<file path="src/rtl/fifo_rd_stream_if.sv">
// ============================================================================
// Module      : fifo_rd_stream_if
// Description : Bundles the FIFO pop port and the downstream valid/ready stream
// Revision    : 1.0 - initial release
// ============================================================================
`default_nettype none

interface fifo_rd_stream_if #(
  parameter int WIDTH = 8
);
  logic             i_fifo_empty;
  logic             o_fifo_rd_en;
  logic [WIDTH-1:0] i_fifo_rd_data;
  logic             o_valid;
  logic [WIDTH-1:0] o_data;
  logic             i_ready;
  logic [1:0]       o_level;

  // master = the read-stream consumer, slave = FIFO + downstream environment
  modport master (
    input  i_fifo_empty, i_fifo_rd_data, i_ready,
    output o_fifo_rd_en, o_valid, o_data, o_level
  );

  modport slave (
    output i_fifo_empty, i_fifo_rd_data, i_ready,
    input  o_fifo_rd_en, o_valid, o_data, o_level
  );
endinterface

`default_nettype wire

</file>
<file path="src/rtl/fifo_rd_stream.sv">
// ============================================================================
// Module      : fifo_rd_stream
// Description : Drains an async FIFO read port into a 3-entry skid buffer and
//               presents the words as an in-order valid/ready stream
// Revision    : 1.0 - initial release
// ============================================================================
`default_nettype none

module fifo_rd_stream #(
  parameter int WIDTH = 8
) (
  input  wire logic           clk,
  input  wire logic           rst,
  fifo_rd_stream_if.master    bus
);

  localparam logic [1:0] c_LAST = 2'd2;

  logic [WIDTH-1:0] r_mem [0:2];
  logic [1:0]       r_rd_ptr;
  logic [1:0]       r_wr_ptr;
  logic [1:0]       r_count;
  logic             r_inflight;

  logic [2:0]       w_occupancy;
  logic             w_pop;
  logic             w_depart;

  function automatic logic [1:0] f_next(input logic [1:0] ptr);
    return (ptr == c_LAST) ? 2'd0 : ptr + 2'd1;
  endfunction

  // The in-flight word already owns a slot, so it counts towards occupancy;
  // the pop decision never looks at i_ready.
  assign w_occupancy = {1'b0, r_count} + {2'b00, r_inflight};
  assign w_pop       = ~rst & ~bus.i_fifo_empty & (w_occupancy <= 3'd2);
  assign w_depart    = (r_count != 2'd0) & bus.i_ready;

  always_ff @(posedge clk or posedge rst) begin
    if (rst) begin
      for (int i = 0; i < 3; i++) begin
        r_mem[i] <= '0;
      end
      r_rd_ptr   <= 2'd0;
      r_wr_ptr   <= 2'd0;
      r_count    <= 2'd0;
      r_inflight <= 1'b0;
    end else begin
      r_inflight <= w_pop;
      if (r_inflight) begin
        r_mem[r_wr_ptr] <= bus.i_fifo_rd_data;
        r_wr_ptr        <= f_next(r_wr_ptr);
      end
      if (w_depart) begin
        r_rd_ptr <= f_next(r_rd_ptr);
      end
      r_count <= r_count + {1'b0, r_inflight} - {1'b0, w_depart};
    end
  end

  assign bus.o_fifo_rd_en = w_pop;
  assign bus.o_valid      = (r_count != 2'd0);
  assign bus.o_data       = r_mem[r_rd_ptr];
  assign bus.o_level      = r_count;

endmodule

`default_nettype wire

</file>
<file path="src/flat_wrapper.sv">
// flat-port wrapper written by rule: the top's interface ports become plain ports
module fifo_rd_stream_flat 
#(
  parameter int WIDTH = 8
)
  (clk, rst, bus_i_fifo_empty, bus_i_fifo_rd_data, bus_i_ready, bus_o_fifo_rd_en, bus_o_valid, bus_o_data, bus_o_level);
  fifo_rd_stream_if #(.WIDTH(WIDTH)) bus_i ();
  input  wire logic clk;
  input  wire logic rst;
  input wire logic [$bits(bus_i.i_fifo_empty)-1:0] bus_i_fifo_empty;
  input wire logic [$bits(bus_i.i_fifo_rd_data)-1:0] bus_i_fifo_rd_data;
  input wire logic [$bits(bus_i.i_ready)-1:0] bus_i_ready;
  output wire logic [$bits(bus_i.o_fifo_rd_en)-1:0] bus_o_fifo_rd_en;
  output wire logic [$bits(bus_i.o_valid)-1:0] bus_o_valid;
  output wire logic [$bits(bus_i.o_data)-1:0] bus_o_data;
  output wire logic [$bits(bus_i.o_level)-1:0] bus_o_level;
  assign bus_i.i_fifo_empty = bus_i_fifo_empty;
  assign bus_i.i_fifo_rd_data = bus_i_fifo_rd_data;
  assign bus_i.i_ready = bus_i_ready;
  assign bus_o_fifo_rd_en = bus_i.o_fifo_rd_en;
  assign bus_o_valid = bus_i.o_valid;
  assign bus_o_data = bus_i.o_data;
  assign bus_o_level = bus_i.o_level;
  fifo_rd_stream #(.WIDTH(WIDTH)) u_core (.clk(clk), .rst(rst), .bus(bus_i));
endmodule
</file>
<file path="config.mk">
export PLATFORM = sky130hd
export DESIGN_NAME = fifo_rd_stream_flat
export DESIGN_NICKNAME = d
export VERILOG_FILES = /design/src/rtl/fifo_rd_stream_if.sv /design/src/rtl/fifo_rd_stream.sv /design/src/flat_wrapper.sv
export SDC_FILE = /design/constraint.sdc
export NUM_CORES = 1
export LEC_CHECK = 0
export ABC_CLOCK_PERIOD_IN_PS = 4500
export CAP_MARGIN = 25
export CELL_PAD_IN_SITES_DETAIL_PLACEMENT = 1
export CELL_PAD_IN_SITES_GLOBAL_PLACEMENT = 2
export CORE_UTILIZATION = 38
export CTS_CLUSTER_SIZE = 30
export DETAILED_ROUTE_END_ITERATION = 16
export GPL_TIMING_DRIVEN = 0
export PLACE_DENSITY = 0.92
export SLEW_MARGIN = 0
export SYNTH_ARGS = -nofsm -noshare
export SYNTH_HDL_FRONTEND = slang
export SYNTH_SLANG_ARGS = --single-unit
export TNS_END_PERCENT = 50
</file>
<file path="constraint.sdc">
create_clock -name clk -period 4.5 [get_ports clk]
set_input_delay 0.9 -clock clk [delete_from_list [all_inputs] [get_ports clk]]
set_output_delay 0.9 -clock clk [all_outputs]
set_load 0.03 [all_outputs]
</file>
==> impl_metrics.toml, run 1 <==
[status]
status = "complete, no violations"

[global_routing]
grt_max_degree = 19
grt_overflow = 0
global_route.usage.total_pct = 17.7
grt_antenna_before_repair = 0
grt_pass1_wl_mm = 5.26
first_global_vias = 1091

[synth]
synthDominantAreaCellType = "sky130_fd_sc_hd__dfrtp_1"
postSynthNetCount = 124
synth.yosys.seq_area_share_pct = 53.9
synth-adder-area-share_pct = 4.34
synth_area_in_xor_xnor_pct = 1.22
post_synthesis_cell_area_um2 = 1440
synth.lib_cells_used.distinct = 20
synth_compound_area_share_pct = 6.08
synth_top_cells_by_area = "sky130_fd_sc_hd__dfrtp_1 (54%), sky130_fd_sc_hd__mux2_2 (20%), sky130_fd_sc_hd__mux2i_1 (5.6%)"
ys_seq_elements = 31
post_synth_and_or_nand_nor_area_fraction_pct = 5.56
postSynthAreaPerCell_um2 = 13.5
post_synth_inst_count = 107
dominant_combinational_cell_family_by_area_after_synthesis = "multiplexers"
synthMuxAreaShare_pct = 25.9
netlist.area_leader.share_pct = 53.9
yosys_warnings = 0

[cts]
cts-buffers-inserted = 5
post_cts.repair.setup_buffers = 0
cts_tree = "built"
numClockSinks = 31
htree_levels = 2
cts-hold-fix-buffers = 0
clockBufferDepth = 2
clock_latency_of_the_later_clocked_register_in_the_worst_skew_pair_ps = 280
register_clock_pin_slew_on_the_reported_worst_setup_and_hold_paths_ps = 60
clock_tree_root_driver_cell = "sky130_fd_sc_hd__clkbuf_8"
cts-resized-gates = 0

[timing]
timing.clock.skew_ps = 4.77
timing_max_transition_violations_final = 0
holdWs_ps = 509
max_clock_freq_mhz = 314
grt_setup_unrepaired = "no"
post-route-period-util_pct = 70.8
setup-tns-final_ps = 0
final_period_minus_worst_setup_slack_ps = 3180
number_of_endpoints_failing_setup_at_the_final_stage = 0
worst_pin_slew_ps = 617
hold_viol = 0
timing.max_slew.rel_slack_pct = 58.8

[pwr]
irDropWorstVdd_v = 0.000403
cellLeakagePower_uw = 0.000807
cellPowerDensity_nw_per_um2 = 781

[worst_hold_path]
min-delay-path-class = "reg -> reg"
hold_path_startpoint = "u_core.r_mem[14]"
hold-path-cell-count = 1
hold-path-endpoint = "u_core.r_mem[14]"

[die]
die-width_um = 63.6
start_util_pct = 39.3
pin_count = 24
die_area_um2 = 4040
fp-row-count = 22
dieHeight_um = 63.6
core_area_um2 = 3660

[critical_path]
crit_path_top_delay_cell = "sky130_fd_sc_hd__clkdlybuf4s50_1"
slowest_cell_delay_on_critical_path_ps = 670
worst_setup_path_end_kind = "output port"
crit-reg2reg-launch = "u_core.bus.o_level[1]"
timing.critical_path.buf_inv = 2
worstSetupStartpointType = "flip-flop"
timing.reg2reg.setup_slack_ps = 2720
kind_of_critical_path = "reg -> out"
rr_worst_depth = 7
cp_max_fo = 7
critical_path.reg2reg.endpoint = "u_core.bus.o_level[1]"
path_common_cell = "sky130_fd_sc_hd__ha_1"
cp_cell_sequence = "ha_1 -> inv_1 -> ha_1 -> nor3b_1 -> o21a_1 -> clkdlybuf4s50_1"
critPathArrivalTime_ps = 2280
worst_ep_required_time_ps = 3600
cp_top_family = "buffers and inverters"

[run]
cap_viol_max_count = 0

[detailed_routing]
drt-initial-drc-count = 15
drt.antenna.violating_nets = 0
wl_per_cell_um = 16.1
drc = 0
postRouteWirelength_mm = 3.02
detailroute.via_count = 926
first_pass_iteration_count_of_the_detailed_router = 4
drt-vias-per-instance = 4.95

[layout]
num_antenna_cells = 0
share_of_layout_cells_above_drive_strength_1_pct = 28.1
nets = 155
most-common-layout-cells = "sky130_fd_sc_hd__dfrtp_1 (31), sky130_fd_sc_hd__mux2_2 (26), sky130_fd_sc_hd__clkdlybuf4s50_1 (23), sky130_fd_sc_hd__inv_1 (8), sky130_fd_sc_hd__mux2i_1 (8)"
most_common_library_cell_in_the_layout_ignoring_fill_and_taps = "sky130_fd_sc_hd__dfrtp_1"
syn2layout_area_growth_pct = 27.9

[placed_design]
port-buffer-count = 23
place.gp.congestion = 0.711
detailedPlacementHpwl_mm = 2.12
[cell type report]
cell class	count	area (um2)
Buffer	3	13.8
Inverter	8	30.0
Sequential cell	31	776
Multi-Input combinational cell	65	621
Timing Repair Buffer	24	258
Clock buffer	5	68.8
Fill cell	384	1820
Tap cell	48	60.1
Clock inverter	3	15.0
[logic make-up after synthesis]
group / after synthesis
mux: 34
flops: 31
compound gates: 12
simple gates: 12
buf+inv: 11
fa+ha+maj: 5
xor+xnor: 2
[layer usage]
metal	vias to the layer above	share of wire [%]	global-route usage (%)
met5	-	0	0
met4	0	1.5	7.67
met3	5	3.0	4.17
met2	18	52	30.6
met1	463	43	20.8
li1	440	-	-
[power by group]
group          total (uW)  leakage [uW]  switching [uW]  internal [uW]
Combinational         718      0.000390             364            354
Clock                 204     0.0000477            98.6            105
Sequential            517      0.000369            97.3            420
[worst register-to-register path, cell delays in order, from the launching register on]
cell and delay, ps:
sky130_fd_sc_hd__dfrtp_1 440, sky130_fd_sc_hd__o21ai_0 360, sky130_fd_sc_hd__inv_1 90, sky130_fd_sc_hd__ha_1 280, sky130_fd_sc_hd__inv_1 40, sky130_fd_sc_hd__ha_1 180, sky130_fd_sc_hd__xnor2_1 170, sky130_fd_sc_hd__xnor2_1 140
[through the flow]
step	area, um2	util (%)	total power, uW	cells	setup WS [ps]
floorplan	1440	-	986	107	2100
global placement	1730	47.3	1200	178	1390
detailed placement	1760	48.0	1240	179	1350
CTS	1840	50.3	1460	187	1280
global route	1840	50.3	1540	187	1170
finish	1840	50.3	1440	187	1320
[state kept, by name, indices dropped and copies added (netlist names)]
register	cells
u_core.r_rd_ptr	2
u_core.r_inflight	1
u_core.r_wr_ptr	2
u_core.bus.o_level	2
u_core.r_mem	24
[synthesized netlist by cell type (all sizes together)]
master	number
a21o	1
inv	8
o21ai	2
nor2	2
nand3b	2
xnor2	2
nand2	4
buf	2
nor3b	2
o22ai	3
o2bb2ai	5
mux2i	8
ha	5
nor2b	2
o21a	1
clkbuf	1
dfrtp	31
mux2	26
[worst max-delay path by stage]
stage,start,end,slack [ps],cells past startpoint
finish,u_core.r_inflight,bus_o_fifo_rd_en,1320,6
global route,u_core.r_inflight,bus_o_fifo_rd_en,1170,6
CTS,u_core.r_inflight,bus_o_fifo_rd_en,1280,6
detailed placement,rst,bus_o_fifo_rd_en,1350,4
global placement,rst,bus_o_fifo_rd_en,1390,4
floorplan,u_core.bus.o_level[0],bus_o_fifo_rd_en,2100,5
No activity file was read; power rests on OpenSTA's default activity.
==> run 2: changes to the inputs <==
--- a/config.mk
+++ b/config.mk
@@ -5,15 +5,15 @@
 export SDC_FILE = /design/constraint.sdc
 export NUM_CORES = 1
 export LEC_CHECK = 0
-export ABC_CLOCK_PERIOD_IN_PS = 4500
+export ABC_CLOCK_PERIOD_IN_PS = 3130
 export CAP_MARGIN = 25
 export CELL_PAD_IN_SITES_DETAIL_PLACEMENT = 1
 export CELL_PAD_IN_SITES_GLOBAL_PLACEMENT = 2
-export CORE_UTILIZATION = 38
+export CORE_UTILIZATION = 35
 export CTS_CLUSTER_SIZE = 30
 export DETAILED_ROUTE_END_ITERATION = 16
 export GPL_TIMING_DRIVEN = 0
-export PLACE_DENSITY = 0.92
+export PLACE_DENSITY = 0.87
 export SLEW_MARGIN = 0
 export SYNTH_ARGS = -nofsm -noshare
 export SYNTH_HDL_FRONTEND = slang
==> constraint.sdc (replaced) <==
create_clock -name clk -period 3.13 [get_ports clk]
set_input_delay 0.626 -clock clk [delete_from_list [all_inputs] [get_ports clk]]
set_output_delay 0.626 -clock clk [all_outputs]
set_load 0.03 [all_outputs]
==> run 2 against run 1 <==
Compared with the run above: sequential power rose by 42%; clock power up 68%; combinational power grew 43%; sequential cell count did not move; critical endpoint unchanged; largest cell class unchanged; highest routed layer unchanged.
==> impl_metrics.toml, run 2 (synthesized netlist as in run 1, its figures left out) <==
[timing]
timing_max_transition_violations_final = 0
setup-tns-final_ps = 0
final_period_minus_worst_setup_slack_ps = 2940
max_clock_freq_mhz = 341
hold_viol = 0
timing.clock.skew_ps = 1.57
post-route-period-util_pct = 93.8
timing.max_slew.rel_slack_pct = 57.3
worst_pin_slew_ps = 640
grt_setup_unrepaired = "no"
number_of_endpoints_failing_setup_at_the_final_stage = 0

[detailed_routing]
drt.antenna.violating_nets = 0
drt-vias-per-instance = 4.96
wl_per_cell_um = 15.4
drc = 0
first_pass_iteration_count_of_the_detailed_router = 4
detailroute.via_count = 928
drt-initial-drc-count = 17
postRouteWirelength_mm = 2.89

[status]
status = "complete, no violations"

[placed_design]
detailedPlacementHpwl_mm = 2.07
port-buffer-count = 23
place.gp.congestion = 0.687
dpl-instance-area_um2 = 1760

[layout]
most_common_library_cell_in_the_layout_ignoring_fill_and_taps = "sky130_fd_sc_hd__dfrtp_1"
final_area_um2 = 1860
nets = 155
num_antenna_cells = 0
largest_reg_flops = 24
share_of_layout_cells_above_drive_strength_1_pct = 27.3
most-common-layout-cells = "sky130_fd_sc_hd__dfrtp_1 (31), sky130_fd_sc_hd__mux2_2 (26), sky130_fd_sc_hd__clkdlybuf4s50_1 (23), sky130_fd_sc_hd__inv_1 (8), sky130_fd_sc_hd__mux2i_1 (8)"
top_register = "u_core.r_mem"
syn2layout_area_growth_pct = 29.0

[worst_hold_path]
min-delay-path-class = "reg -> reg"

[run]
cap_viol_max_count = 0

[cts]
numClockSinks = 31
clockBufferDepth = 2
cts-resized-gates = 0
clock_tree_root_driver_cell = "sky130_fd_sc_hd__clkbuf_8"
post_cts.repair.setup_buffers = 0
cts-hold-fix-buffers = 0
cts_tree = "built"
htree_levels = 2
register_clock_pin_slew_on_the_reported_worst_setup_and_hold_paths_ps = 60
clock_latency_of_the_later_clocked_register_in_the_worst_skew_pair_ps = 280
cts-buffers-inserted = 5

[critical_path]
slowest_cell_delay_on_critical_path_ps = 670
worst_setup_path_end_kind = "output port"
worstSetupStartpointType = "flip-flop"
kind_of_critical_path = "reg -> out"
cp_cell_sequence = "ha_1 -> inv_1 -> ha_1 -> nor3b_1 -> o21a_1 -> clkdlybuf4s50_1"
timing.critical_path.buf_inv = 2
cp_top_family = "buffers and inverters"
crit_path_top_delay_cell = "sky130_fd_sc_hd__clkdlybuf4s50_1"
worst_ep_required_time_ps = 2500
cp_max_fo = 7
critPathArrivalTime_ps = 2310
path_common_cell = "sky130_fd_sc_hd__ha_1"

[die]
core_area_um2 = 3800
dieHeight_um = 66.1
start_util_pct = 37.9
fp-row-count = 22
die_area_um2 = 4380
die-width_um = 66.1
pin_count = 24

[pwr]
cellLeakagePower_uw = 0.000811
cellPowerDensity_nw_per_um2 = 1130
irDropWorstVdd_v = 0.000377

[global_routing]
grt_pass1_wl_mm = 4.97
grt_overflow = 0
first_global_vias = 1038
grt_max_degree = 18
grt_antenna_before_repair = 0
global_route.usage.total_pct = 16.2
run 2: worst paths after layout:
path	to	slack [ps]	cells past startpoint	startpoint
max	bus_o_fifo_rd_en	190	6	u_core.r_inflight
min	u_core.r_mem[12]	500	1	u_core.r_mem[12]
max reg2reg	u_core.bus.o_level[1]	1400	7	u_core.bus.o_level[1]
min reg2reg	u_core.r_mem[12]	500	1	u_core.r_mem[12]
max in group asynchronous	u_core.r_mem[4]	1860	3	rst
min in group asynchronous	u_core.r_inflight	770	2	rst
run 2: stage by stage:
stage / worst slack, ps / cells / utilization, % / hold WS, ps / power [uW]
after global routing: 38.7 / 187 / 48.9 / 524 / 2260
after detailed placement: 477 / 179 / 46.3 / 494 / 1790
after global placement: 567 / 178 / 45.6 / 487 / 1730
after CTS: 158 / 187 / 48.9 / 508 / 2140
final: 194 / 187 / 48.9 / 504 / 2110
after floorplan: 1000 / 107 / - / 479 / 1420
run 2: where the power goes:
group / switching, uW / internal [uW]
logic: 522 / 508
registers: 129 / 603
clock network: 142 / 200
total: 793 / 1310
run 2: final cells by class:
class                      count  area [um2]
fill                         392        1940
sequential                    31         776
multi-input combinational     65         621
timing repair buffer          24         258
clock buffer                   8         100
tap                           48        60.1
inverter                       8        30.0
buffer                         3        13.8
run 2: layer usage:
metal | track usage, % | up-vias | routed length [um] | part of all wire (%)
met4 | 4.79 | 0 | 43 | 1.5
met1 | 19.8 | 468 | 1250 | 43
met3 | 6.03 | 5 | 129 | 4.5
met5 | 0 | - | 0 | 0
li1 | - | 439 | - | -
met2 | 26.4 | 16 | 1470 | 51
run 2: worst register-to-register path: cells and delay by family (launching register included):
kind	cells	cell delay, ps
xor+xnor	2	290
compound gates	1	350
fa+ha+maj	2	450
buf+inv	2	130
flops	1	440
==> run 3: changes to the inputs <==
--- a/config.mk
+++ b/config.mk
@@ -5,15 +5,15 @@
 export SDC_FILE = /design/constraint.sdc
 export NUM_CORES = 1
 export LEC_CHECK = 0
-export ABC_CLOCK_PERIOD_IN_PS = 3130
+export ABC_CLOCK_PERIOD_IN_PS = 2400
 export CAP_MARGIN = 25
 export CELL_PAD_IN_SITES_DETAIL_PLACEMENT = 1
 export CELL_PAD_IN_SITES_GLOBAL_PLACEMENT = 2
-export CORE_UTILIZATION = 35
+export CORE_UTILIZATION = 32
 export CTS_CLUSTER_SIZE = 30
 export DETAILED_ROUTE_END_ITERATION = 16
 export GPL_TIMING_DRIVEN = 0
-export PLACE_DENSITY = 0.87
+export PLACE_DENSITY = 0.84
 export SLEW_MARGIN = 0
 export SYNTH_ARGS = -nofsm -noshare
 export SYNTH_HDL_FRONTEND = slang
==> constraint.sdc (replaced) <==
create_clock -name clk -period 2.4 [get_ports clk]
set_input_delay 0.48 -clock clk [delete_from_list [all_inputs] [get_ports clk]]
set_output_delay 0.48 -clock clk [all_outputs]
set_load 0.03 [all_outputs]
==> run 3 against run 2 <==
Compared with the run above: critical path type unchanged; sequential cell count is the same; sequential share of layout area grew 0.32 points; worst setup slack lost 70 ps; largest cell class unchanged.
==> impl_metrics.toml, run 3 (synthesized netlist as in run 1, its figures left out) <==
[status]
status = "complete, no violations"

[layout]
count_of_filler_cells_inserted_in_the_layout = 443
most-common-layout-cells = "sky130_fd_sc_hd__dfrtp_1 (30), sky130_fd_sc_hd__mux2_2 (26), sky130_fd_sc_hd__clkdlybuf4s50_1 (14), sky130_fd_sc_hd__inv_1 (8), sky130_fd_sc_hd__mux2i_1 (8)"
area.sequential_um2 = 777
most_common_library_cell_in_the_layout_ignoring_fill_and_taps = "sky130_fd_sc_hd__dfrtp_1"
syn2layout_area_growth_pct = 28.2
largest_reg_flops = 24
share_of_layout_cells_above_drive_strength_1_pct = 30.2
top_register = "u_core.r_mem"
utilization_pct = 42.4
multi_input_gate_area_in_the_final_layout_um2 = 623
num_antenna_cells = 0
final_area_um2 = 1850
nets = 155

[pwr]
power.clock.fraction_pct = 15.0
internal_power_contribution_uw = 1590
irDropWorstVdd_v = 0.000604
cellLeakagePower_uw = 0.000840
seqPwrFrac_pct = 36.3
share_comb_of_total_power_pct = 48.7
net-switching-power_uw = 1060
power.share.switching_pct = 39.9
cellPowerDensity_nw_per_um2 = 1440
report.power.total_uw = 2650

[critical_path]
timing.critical_path.buf_inv = 2
worst_setup_path_end_kind = "output port"
worstSetupStartpointType = "flip-flop"
cp_top_family = "adder cells"
worst_ep_required_time_ps = 1920
slowest_cell_delay_on_critical_path_ps = 430
cp_cell_sequence = "ha_1 -> inv_1 -> ha_1 -> nor3b_1 -> o21a_1 -> clkbuf_2"
crit_path_top_delay_cell = "sky130_fd_sc_hd__dfrtp_2"
timing.reg2reg.setup_slack_ps = 580
kind_of_critical_path = "reg -> out"
path_common_cell = "sky130_fd_sc_hd__ha_1"
cp_max_fo = 7
crit-reg2reg-launch = "u_core.bus.o_level[1]"
rr_worst_depth = 7
critPathArrivalTime_ps = 1800
critical_path.reg2reg.endpoint = "u_core.bus.o_level[1]"

[die]
dieHeight_um = 69.1
die_area_um2 = 4770
fp-row-count = 24
die-width_um = 69.1
start_util_pct = 33.1
pin_count = 24
core_area_um2 = 4350

[detailed_routing]
drc = 0
detailroute.via_count = 942
drt-initial-drc-count = 16
wl_per_cell_um = 15.8
drt-vias-per-instance = 4.93
postRouteWirelength_mm = 3.01
first_pass_iteration_count_of_the_detailed_router = 3
drt.antenna.violating_nets = 0

[cts]
clock_latency_of_the_later_clocked_register_in_the_worst_skew_pair_ps = 280
htree_levels = 2
clockBufferDepth = 2
cts-buffers-inserted = 5
register_clock_pin_slew_on_the_reported_worst_setup_and_hold_paths_ps = 60
cts_tree = "built"
clock_tree_root_driver_cell = "sky130_fd_sc_hd__clkbuf_8"
numClockSinks = 31
post_cts.repair.setup_buffers = 0

[placed_design]
dpl-instance-area_um2 = 1760
detailedPlacementHpwl_mm = 2.18
port-buffer-count = 23
place.gp.congestion = 0.678

[timing]
max_clock_freq_mhz = 439
post-route-period-util_pct = 94.8
timing.clock.skew_ps = 5.03
hold_viol = 0
final_period_minus_worst_setup_slack_ps = 2280
timing.max_slew.rel_slack_pct = 60.7
number_of_endpoints_failing_setup_at_the_final_stage = 0
worst_pin_slew_ps = 589
timing_max_transition_violations_final = 0

[worst_hold_path]
hold-path-endpoint = "u_core.r_mem[17]"
min-delay-path-class = "reg -> reg"
hold_path_startpoint = "u_core.r_mem[17]"
hold-path-cell-count = 1

[global_routing]
grt_antenna_before_repair = 0
global_route.usage.total_pct = 14.6
grt_pass1_wl_mm = 5.31
grt_overflow = 0
first_global_vias = 1050
grt_max_degree = 22

[run]
cap_viol_max_count = 0
[run 3: cell count changes in the layout (fill, tap and decap cells not counted), sizes merged]
cell	previous run	this run
dlymetal6s2s	0	2
clkdlybuf4s15	0	1
dlygate4sd2	0	5
clkdlybuf4s50	23	14
clkinvlp	0	1
clkinv	0	1
clkbuf	9	8
[run 3: cell type report]
type / instances / area share (%)
Buffer: 3 / 0.813
Clock buffer: 6 / 3.93
Clock inverter: 2 / 0.678
Inverter: 8 / 1.63
Multi-Input combinational cell: 65 / 33.7
Sequential cell: 31 / 42.1
Tap cell: 52 / 3.52
Timing Repair Buffer: 24 / 13.6
[run 3: power by group through the flow]
| stage | registers (uW) | logic [uW] | clock network [uW] |
|---|---|---|---|
| final | 963 | 1290 | 398 |
| after global routing | 1000 | 1410 | 440 |
| after CTS | 964 | 1320 | 412 |
| after detailed placement | 972 | 1370 | 0 |
| after global placement | 940 | 1320 | 0 |
| after floorplan | 951 | 898 | 0 |
[run 3: timing repair]
action	4_1_cts	5_1_grt
hold buffers	0	0
setup endpoints to repair	9	4
resized for setup	10	5
[run 3: per-stage QoR]
step	std cells	setup slack, ps	hold WS, ps	TNS [ps]
after floorplan	107	421	479	0
after global placement	182	-24.8	487	-24.8
final	191	124	507	0
after global routing	191	-6.35	524	-6.35
after detailed placement	183	-130	495	-130
after CTS	191	-137	510	-137
[run 3: worst max path at each step]
stage                          startpoint               end  slack [ps]  cells past startpoint
detailed placement      u_core.r_inflight  bus_o_fifo_rd_en        -130                      6
floorplan           u_core.bus.o_level[0]  bus_o_fifo_rd_en         420                      5
finish                  u_core.r_inflight  bus_o_fifo_rd_en         120                      6
CTS                     u_core.r_inflight  bus_o_fifo_rd_en        -140                      6
global placement        u_core.r_inflight  bus_o_fifo_rd_en         -20                      6
global route            u_core.r_inflight  bus_o_fifo_rd_en          -6                      6
[run 3: routing by layer]
metal  vias up  routed length [um]  GRT usage, %  share of wire (%)
met5         -                   0             0                  0
met4         0                  52          6.80                1.7
met3         4                  95          3.95                3.2
met2        20                1560          24.5                 52
met1       480                1300          17.3                 43
li1        438                   -             -                  -
